## config.mk

```make
export PLATFORM = sky130hd
export DESIGN_NAME = div
export DESIGN_NICKNAME = d
export VERILOG_FILES = /design/src/rtl/div_pkg.sv /design/src/rtl/div.sv
export SDC_FILE = /design/constraint.sdc
export NUM_CORES = 1
export LEC_CHECK = 0
export CORE_UTILIZATION = 30
export CTS_CLUSTER_SIZE = 30
export DETAILED_ROUTE_END_ITERATION = 6
export PLACE_DENSITY = 0.59
export SKIP_CTS_REPAIR_TIMING = 1
export SYNTH_ARGS = -nofsm -noshare
export SYNTH_HDL_FRONTEND = slang
export SYNTH_SLANG_ARGS = --single-unit
```

## constraint.sdc

```tcl
create_clock -name clk -period 10.45 [get_ports clk]
set_input_delay 2.09 -clock clk [delete_from_list [all_inputs] [get_ports clk]]
set_output_delay 2.09 -clock clk [all_outputs]
set_load 0.03 [all_outputs]
```

## src/rtl/div_pkg.sv

```systemverilog
// div_pkg: shared state encodings and handshake constants for the iterative divider
package div_pkg;
  localparam int DIV_W = 32;
  localparam logic [1:0] DivFree   = 2'b00;
  localparam logic [1:0] DivByZero = 2'b01;
  localparam logic [1:0] DivOn     = 2'b10;
  localparam logic [1:0] DivEnd    = 2'b11;
  localparam logic DivStart          = 1'b1;
  localparam logic DivStop           = 1'b0;
  localparam logic DivResultReady    = 1'b1;
  localparam logic DivResultNotReady = 1'b0;
endpackage

```

## src/rtl/div.sv

```systemverilog
// div: radix-2 restoring divider, one quotient bit per clock, signed/unsigned with annul
module div import div_pkg::*; #(
  parameter int DATA_W = DIV_W
) (
  input  logic                  clk,
  input  logic                  rst,
  input  logic                  signed_div_i,
  input  logic [DATA_W-1:0]     opdata1_i,
  input  logic [DATA_W-1:0]     opdata2_i,
  input  logic                  start_i,
  input  logic                  annul_i,
  output logic [2*DATA_W-1:0]   result_o,
  output logic                  ready_o
);
  localparam int CW = $clog2(DATA_W) + 1;
  logic [1:0]          r_state;
  logic [CW-1:0]       r_cnt;
  logic [2*DATA_W-1:0] r_dvd;
  logic [DATA_W-1:0]   r_dvs;
  logic                r_q_neg;
  logic                r_r_neg;
  logic [2*DATA_W-1:0] r_result;
  logic                r_ready;
  logic [DATA_W:0]     w_part;
  logic [DATA_W:0]     w_diff;
  logic [DATA_W-1:0]   w_abs1;
  logic [DATA_W-1:0]   w_abs2;
  logic [DATA_W-1:0]   w_quo;
  logic [DATA_W-1:0]   w_rem;
  // r_dvd holds {partial remainder, dividend bits still to shift in / quotient bits so far};
  // the partial remainder stays below the divisor, so one extra bit suffices for the trial subtract
  assign w_part   = r_dvd[2*DATA_W-1:DATA_W-1];
  assign w_diff   = w_part - {1'b0, r_dvs};
  assign w_abs1   = (signed_div_i && opdata1_i[DATA_W-1]) ? -opdata1_i : opdata1_i;
  assign w_abs2   = (signed_div_i && opdata2_i[DATA_W-1]) ? -opdata2_i : opdata2_i;
  assign w_quo    = r_q_neg ? -r_dvd[DATA_W-1:0] : r_dvd[DATA_W-1:0];
  assign w_rem    = r_r_neg ? -r_dvd[2*DATA_W-1:DATA_W] : r_dvd[2*DATA_W-1:DATA_W];
  assign result_o = r_result;
  assign ready_o  = r_ready;
  // control FSM, operand capture, iteration and registered result
  always_ff @(posedge clk or negedge rst) begin
    if (!rst) begin
      r_state  <= DivFree;
      r_cnt    <= '0;
      r_dvd    <= '0;
      r_dvs    <= '0;
      r_q_neg  <= 1'b0;
      r_r_neg  <= 1'b0;
      r_result <= '0;
      r_ready  <= DivResultNotReady;
    end else begin
      case (r_state)
        DivFree: begin
          if (start_i == DivStart && !annul_i) begin
            if (opdata2_i == '0) begin
              r_state <= DivByZero;
            end else begin
              r_state <= DivOn;
              r_cnt   <= '0;
              r_dvd   <= {{DATA_W{1'b0}}, w_abs1};
              r_dvs   <= w_abs2;
              r_q_neg <= signed_div_i && (opdata1_i[DATA_W-1] ^ opdata2_i[DATA_W-1]);
              r_r_neg <= signed_div_i && opdata1_i[DATA_W-1];
            end
          end
        end
        DivByZero: begin
          r_dvd    <= '0;
          r_state  <= DivEnd;
          r_ready  <= DivResultReady;
          r_result <= '0;
        end
        DivOn: begin
          if (annul_i) begin
            r_state <= DivFree;
          end else if (r_cnt == CW'(DATA_W)) begin
            r_state  <= DivEnd;
            r_ready  <= DivResultReady;
            r_result <= {w_rem, w_quo};
          end else begin
            r_dvd <= w_diff[DATA_W] ? {w_part[DATA_W-1:0], r_dvd[DATA_W-2:0], 1'b0}
                                    : {w_diff[DATA_W-1:0], r_dvd[DATA_W-2:0], 1'b1};
            r_cnt <= r_cnt + 1'b1;
          end
        end
        default: begin
          if (start_i == DivStop) begin
            r_state  <= DivFree;
            r_ready  <= DivResultNotReady;
            r_result <= '0;
          end
        end
      endcase
    end
  end
endmodule

```

# After elaboration in Yosys (flattened, before gate mapping)
# Cells that the tools add are included.
dict set report classes {
  n_addsub 6
  n_mul 0
  eq_ne 11
  n_mux 29
  order_cmp 0
  bitwise 3
  n_reduce_logical 14
  n_div 0
  shift 0
}
# cell n
set op_table {}
lappend op_table {{two-way mux 64 bit} 8}
lappend op_table {{case mux 64 bit (3 select lines)} 2}
lappend op_table {{two-way mux 32 bit} 4}
lappend op_table {{negator 32 bit} 4}
lappend op_table {{subtractor 33 x 32 -> 33 bit} 1}
lappend op_table {{zero test 32 bit} 1}
lappend op_table {{two-way mux 6 bit} 4}
lappend op_table {{case mux 6 bit (2 select lines)} 1}
lappend op_table {{two-way mux 2 bit} 5}
lappend op_table {{inequality test 2 bit (second input constant)} 5}
lappend op_table {{AND reduction 5 bit} 2}
lappend op_table {{adder 6 x 1 -> 6 bit (second input constant)} 1}
lappend op_table {{== test 6 bit (second input constant)} 1}
lappend op_table {{case mux 2 bit (3 select lines)} 1}
lappend op_table {{AND reduction 3 bit} 2}
lappend op_table {{logical AND 1 bit} 4}
lappend op_table {{inequality test 4 x 1 -> 1 bit (second input constant)} 1}
lappend op_table {{AND reduction 4 bit} 1}
lappend op_table {{two-way mux 1 bit} 3}
lappend op_table {{inequality test 3 x 1 -> 1 bit (second input constant)} 1}
lappend op_table {{inequality test 3 bit (second input constant)} 1}
lappend op_table {{case mux 1 bit (3 select lines)} 1}
lappend op_table {{nonzero test 3 bit} 1}
lappend op_table {{== test 2 x 1 -> 1 bit (second input constant)} 1}
lappend op_table {{6 further kinds} 7}
dict set report totals {
  latchBits 0
  ram_bits 0
  out_inout_bits 65
  elab_cells 71
  regBits 171
  romBits 0
  inputBits 69
  memories 0
}

# Logic depth before layout (Yosys ltp)
# Gate-level depths: netlist of run 1.
dict set report depth {
  ltp_word 5
  ltp_mapped 13
  ltp_nobuf 12
}

# Least setup slack after synthesis of run 1
# No wires, ideal clock.
dict set report synth_path {
  path_kind {in2reg}
  startpoint {input port opdata2_i[0]}
  endpoint {register r_dvd[29]}
  arrival_ns 4.642
  setup_slack_ns 5.672
  cell_stages 11
  required_time_ns 10.314
  cell_sequence {inv_1 -> ha_1 -> nor3b_1 -> nor3b_1 -> nand2_1 -> nor4_1 -> nand2_1 -> a31oi_1 -> clkbuf_1 -> clkbuf_1 -> o21ai_0}
}
dict set report synth_between {
  elab_chain_len 3
}
# item line
set synth_rtl {}
lappend synth_rtl {{start, declared} div.sv:9} ;# input logic [DATA_W-1:0] opdata2_i,
lappend synth_rtl {{zero test 32 bit} div.sv:55} ;# if (opdata2_i == '0) begin
lappend synth_rtl {{inequality test 2 bit (no source line)} --}
lappend synth_rtl {{AND reduction 5 bit (no source line)} --}
lappend synth_rtl {{end signal, assigned} div.sv:60} ;# r_dvd <= {{DATA_W{1'b0}}, w_abs1};
lappend synth_rtl {{end signal, assigned} div.sv:81} ;# r_dvd <= w_diff[DATA_W] ? {w_part[DATA_W-1:0], r_dvd[DATA_W-2:0], 1'b0}
lappend synth_rtl {{end, declared} div.sv:18} ;# logic [2*DATA_W-1:0] r_dvd;
# No other way between the ends.
# A chain may end at the register's enable or synchronous reset.

# Final worst setup path of run 1
dict set report layout_path {
  startpoint {input port opdata2_i[0]}
  endpoint {register r_cnt[4]}
}
dict set report layout_between {
  elab_chain_len 3
}
# item line
set layout_rtl {}
lappend layout_rtl {{zero test 32 bit} div.sv:55}
lappend layout_rtl {{inequality test 2 bit (no source line)} --}
lappend layout_rtl {{AND reduction 5 bit (no source line)} --}
lappend layout_rtl {{end signal, assigned} div.sv:83} ;# r_cnt <= r_cnt + 1'b1;
lappend layout_rtl {{end, declared} div.sv:17} ;# logic [CW-1:0] r_cnt;
# No other way between the ends.

==> results of run 1 <==
## per-stage QoR
step                      setup slack, ns  std cells  area, sq um
after global placement               4.09       1966        13200
after floorplan                      5.67       1393        11500
after detailed placement             3.92       1966        13200
final                                4.44       2000        13800
after CTS                            4.37       1998        13800
after global routing                 4.04       2000        13800
## worst register-to-register path: cells and delay by family, from the launching register on
family	cells	cell delay, ns
flops	1	0.39
xor+xnor	1	0.17
simple gates	1	0.18
compound gates	6	1.79
fa+ha+maj	2	0.68
buf+inv	2	0.56
mux	1	0.26
## where the power goes
| part | total, uW | switching [uW] | internal (uW) |
|---|---|---|---|
| Clock | 627 | 291 | 335 |
| Combinational | 1440 | 892 | 551 |
| Sequential | 980 | 170 | 810 |
## area by class of cell
class | instances | share of cell area
diodes | 2 | 0.000362
clock buffers | 19 | 0.0314
clock inverters | 13 | 0.00952
inverters | 52 | 0.0141
multi-input cells | 1089 | 0.486
flip-flops and latches | 171 | 0.310
well taps | 511 | 0.0463
repair buffers | 143 | 0.102
## logic make-up after synthesis
| logic type | synth area share |
|---|---|
| multiplexers | 0.0254 |
| AO/OA/AOI/OAI | 0.228 |
| buffers and inverters | 0.0443 |
| XOR/XNOR | 0.106 |
| AND/OR/NAND/NOR | 0.175 |
| flip-flops | 0.373 |
| adder cells (fa/ha/maj) | 0.0476 |
## flip-flops by register name (all words and copies together) (netlist names)
register,count
r_dvd,64
result_o,64
r_dvs,32
r_cnt,6
r_state,2
r_q_neg,1
r_r_neg,1
ready_o,1
## worst max path at each step
| stage | startpoint | to | slack (ns) | cells past startpoint |
|---|---|---|---|---|
| 5_1_grt | opdata2_i[0] | r_cnt[4] | 4.04 | 12 |
| 3_5_place_dp | opdata2_i[0] | r_cnt[3] | 3.92 | 12 |
| 6_report | opdata2_i[0] | r_cnt[4] | 4.44 | 12 |
| 3_3_place_gp | opdata2_i[0] | r_cnt[4] | 4.09 | 12 |
| 2_1_floorplan | opdata2_i[0] | r_dvd[29] | 5.67 | 11 |
| 4_1_cts | opdata2_i[0] | r_cnt[4] | 4.37 | 12 |
## routing by layer
metal | up-vias | GRT usage | wire length [microns]
li1 | 5070 | - | -
met1 | 4749 | 0.241 | 16000
met2 | 191 | 0.252 | 13800
met3 | 34 | 0.0212 | 1320
met4 | 0 | 0.0551 | 641
met5 | - | 0 | 0
## layout by cell type, fill, tap and decap left out, types with 5 or more instances in the layout
master / count
nand2_1: 214
o21ai_0: 191
dfrtp_1: 171
clkdlybuf4s50_1: 132
a21oi_1: 101
xor2_1: 89
nor2_1: 86
inv_1: 52
xnor2_1: 49
ha_1: 42
o31ai_1: 28
mux2i_1: 28
a21o_1: 19
or4_1: 18
nand3_1: 18
o41ai_1: 18
or3_1: 17
nor3_1: 17
clkbuf_16: 17
nand2b_1: 12
o21ai_1: 12
nor2b_1: 10
o21a_1: 10
buf_4: 10
nor4_1: 9
a211oi_1: 9
and2_1: 7
nor3b_1: 6
nand4_1: 6
o211ai_1: 5
o21bai_1: 5
inv_6: 5
==> metrics.txt, run 1 <==
Post-Syn Area per Cell=8.23 sq um; Worst setup EP type=flip-flop; minimum clock period=6.01 ns; wirelength, routed=31700 microns; gr usage total=0.166; clock latency on the worst-skew pair=0.44 ns; top_reg_cell synth=dfrtp_1; pin count of the biggest net entering global routing=96; root buffer cell=clkbuf_16; row count=71; syn_nets=1505; Core Box Area=37700 sq um; Post-Syn Area=11500 sq um; nets=1586; Crit Path Class=input port to flip-flop; sequential share of the synthesized area=0.373; DRC Markers=0; Detailed Route Iter0 Violations=798; Worst EP arrival=6.33 ns; reg2reg path depth=13; Final Total Pwr=3050 uW; outcome=completed; Multi-input gate area=6720 sq um; Mapped Cells=1393; crit path max fanout=69; per-cell routed wire length=15.9 microns; IR drop worst, VDD=0.000111 V; Layout area overhead=20.4%; Clock Sinks=171; Num CTS Buffers=17; Final period util=0.575; clock slew at reported path FFs=0.07 ns; WP buf/inv=2; Worst R2R End=r_dvd[36]; Worst R2R Setup Slack=6.25 ns; Critical Path RT=10.77 ns; slowest cell on the critical path=a21o_2; top cell type's share of synthesized area=0.373; Synth warnings=0; Initial Util=0.304; unrepaired setup endpoints after global routing=no; # setup viols final=0; clk_skew=0.0135 ns; sequential cell area=4280 sq um; Max Cap Viol=0; Worst Hold Margin=0.477 ns; CP Cell Sequence=clkdlybuf4s50_1, inv_1, ha_1, nor3b_1, nor3b_1, nand2_1, nor4_1, a21o_2, a21o_1, nor3_1, a21o_1, a22o_1; vias in the first global route=9501; first-pass iteration count of the detailed router=4; cell taking the most area after synthesis=dfrtp_1; Top delay family on crit path=simple AND/OR/NAND/NOR gates; worst reg2reg startpoint=r_dvd[31]; GPL Wtd Cong=0.850; setup TNS=0 ns; layout filler cell count=3960; dpl hpwl=23700 microns; max_slew headroom=0.299; Worst Tran Pin Value=1.05 ns; Die ar.=39000 sq um; DR vias=10000; synth cell count leaders=nand2_1, o21ai_0, dfrtp_1; Async S/R FF share, synth=1.00; # H-tree levels=4; Hold Path End=result_o[48]; most frequent cell after synthesis=nand2_1; port bufs=133; TritonCTS clock tree=yes; CP peak stage delay=0.95 ns; Hold Startpoint=result_o[48]; layout cell share with drive strength beyond 1=0.0410; Die H=198 microns; HP Class=flip-flop to flip-flop; Ports=134; GRT overflow=0; Fin. Hold Viols=0; Slew Limit Fails=0; startpoint types=input port; DR vias/cell=5.02; deepest clock path buffer count=2; Die X=198 microns; Routed Antenna Nets=0; fmax=166 MHz; FF+latch count, synth=171; first-pass GRT wire length=51600 microns; Unique masters post-synth=66; top cells by area, synth=dfrtp_1, o21ai_0, nand2_1; cell depth of the worst hold path=2; EDFF count, synth=0; Leakage=0.00571 uW; PwrDens=221 nW/um^2; post-layout util=0.367; initial antenna violation count=2
(Power assumes the default switching activity.)
==> run 2: changes to the inputs <==
Clock period 10.45 ns to 6 ns, I/O delays scaled along.
==> run 2 against run 1 <==
Wire length up 1.6%. Clock skew down 0.0044 ns. Flip-flop and latch count unchanged.
==> metrics.txt, run 2 (same netlist as run 1, synthesis figures left out) <==
DR vias=10100; vias in the first global route=9492; GRT overflow=0; clk_skew=0.00911 ns; dpl ws=0.950 ns; PwrDens=388 nW/um^2; Clock Sinks=171; wirelength, routed=32200 microns; Final period util=0.767; Die ar.=39000 sq um; Worst setup EP type=flip-flop; Ports=134; Slew Limit Fails=0; Routed Antenna Nets=0; Leakage=0.00571 uW; most common cell after layout, fill and taps aside=nand2_1; DR vias/cell=5.03; TritonCTS clock tree=yes; initial antenna violation count=3; max_slew headroom=0.286; root buffer cell=clkbuf_16; DRC Markers=0; port bufs=133; most frequent cells in the layout=nand2_1, o21ai_0, dfrtp_1, clkdlybuf4s50_1, a21oi_1; clock latency on the worst-skew pair=0.44 ns; Detailed Route Iter0 Violations=608; Worst EP arrival=4.88 ns; Layout area overhead=20.7%; Core Box Area=37700 sq um; outcome=completed; fmax=217 MHz; Worst Tran Pin Value=1.07 ns; first-pass GRT wire length=51800 microns; dpl hpwl=24000 microns; unrepaired setup endpoints after global routing=no; # setup viols final=0; Worst R2R Setup Slack=1.61 ns; startpoint types=input port; deepest clock path buffer count=2; Critical Path RT=6.28 ns; pin count of the biggest net entering global routing=96; nets=1586; clock slew at reported path FFs=0.07 ns; cell depth of the worst hold path=2; IR drop worst, VDD=0.000208 V; setup TNS=0 ns; Max Cap Viol=0; reg2reg path depth=12; # H-tree levels=4; GPL Wtd Cong=0.849; crit path max fanout=28; minimum clock period=4.60 ns; Initial Util=0.304; Crit Path Class=input port to flip-flop; per-cell routed wire length=16.1 microns; row count=71; layout cell share with drive strength beyond 1=0.0424; first-pass iteration count of the detailed router=5; Die H=198 microns; layout filler cell count=3925; Die X=198 microns; Num CTS Buffers=17; setup ws final=1.40 ns; dpl cell area=13300 sq um; fin area=13800 sq um; gr usage total=0.167; HP Class=flip-flop to flip-flop; Fin. Hold Viols=0
[run 2: changes by cell type in the layout (fill, tap and decap cells not counted), moves of 2 or more]
cell and change:
clkinv_2 -2, clkbuf_8 +2, clkinvlp_4 +2, inv_8 +2, clkbuf_1 -2
[run 2: stage by stage]
stage                     hold slack [ns]  power (uW)   util  cells
after floorplan                     0.450        3560      -   1393
after global placement              0.463        4250  0.352   1966
after detailed placement            0.471        4280  0.352   1966
after CTS                           0.488        5410  0.367   1998
after global routing                0.502        5800  0.367   2001
final                               0.480        5360  0.367   2001
[run 2: path summary, 6_finish.rpt]
| check | startpoint | endpoint |
|---|---|---|
| max | opdata2_i[0] | r_dvd[62] |
| min | result_o[14] | result_o[14] |
| max reg2reg | r_dvs[0] | r_dvd[43] |
| min reg2reg | result_o[14] | result_o[14] |
| max in group asynchronous | rst | r_dvs[21] |
| min in group asynchronous | rst | result_o[36] |
[run 2: report_power, final]
group          switching [uW]  leakage, uW  internal [uW]
Clock                     533     0.000278            573
Sequential                324      0.00226           1410
Combinational            1550      0.00317            971
Total                    2410      0.00571           2950
[run 2: area by class of cell]
type	instances	area, sq um	area share
multi-input cells	1089	6720	0.485
flip-flops and latches	171	4280	0.309
repair buffers	143	1420	0.103
well taps	511	639	0.0462
clock buffers	19	453	0.0327
inverters	52	195	0.0141
clock inverters	13	128	0.00922
diodes	3	7.51	0.000542
[run 2: worst max-delay path: stages]
cell and delay [ns]:
clkdlybuf4s50_1 0.42, inv_1 0.11, ha_1 0.17, nor3b_1 0.23
nor3b_1 0.45, nand2_1 0.29, nor4_1 0.38, buf_4 0.20
nand2_1 0.12, a31o_2 0.38, nand2_1 0.65, o311ai_0 0.26
[run 2: metal layers]
layer | up-vias | share of wire | track usage
li1 | 5067 | - | -
met1 | 4761 | 0.51 | 0.244
met2 | 203 | 0.44 | 0.258
met3 | 30 | 0.035 | 0.0174
met4 | 0 | 0.016 | 0.0531
met5 | - | 0 | 0
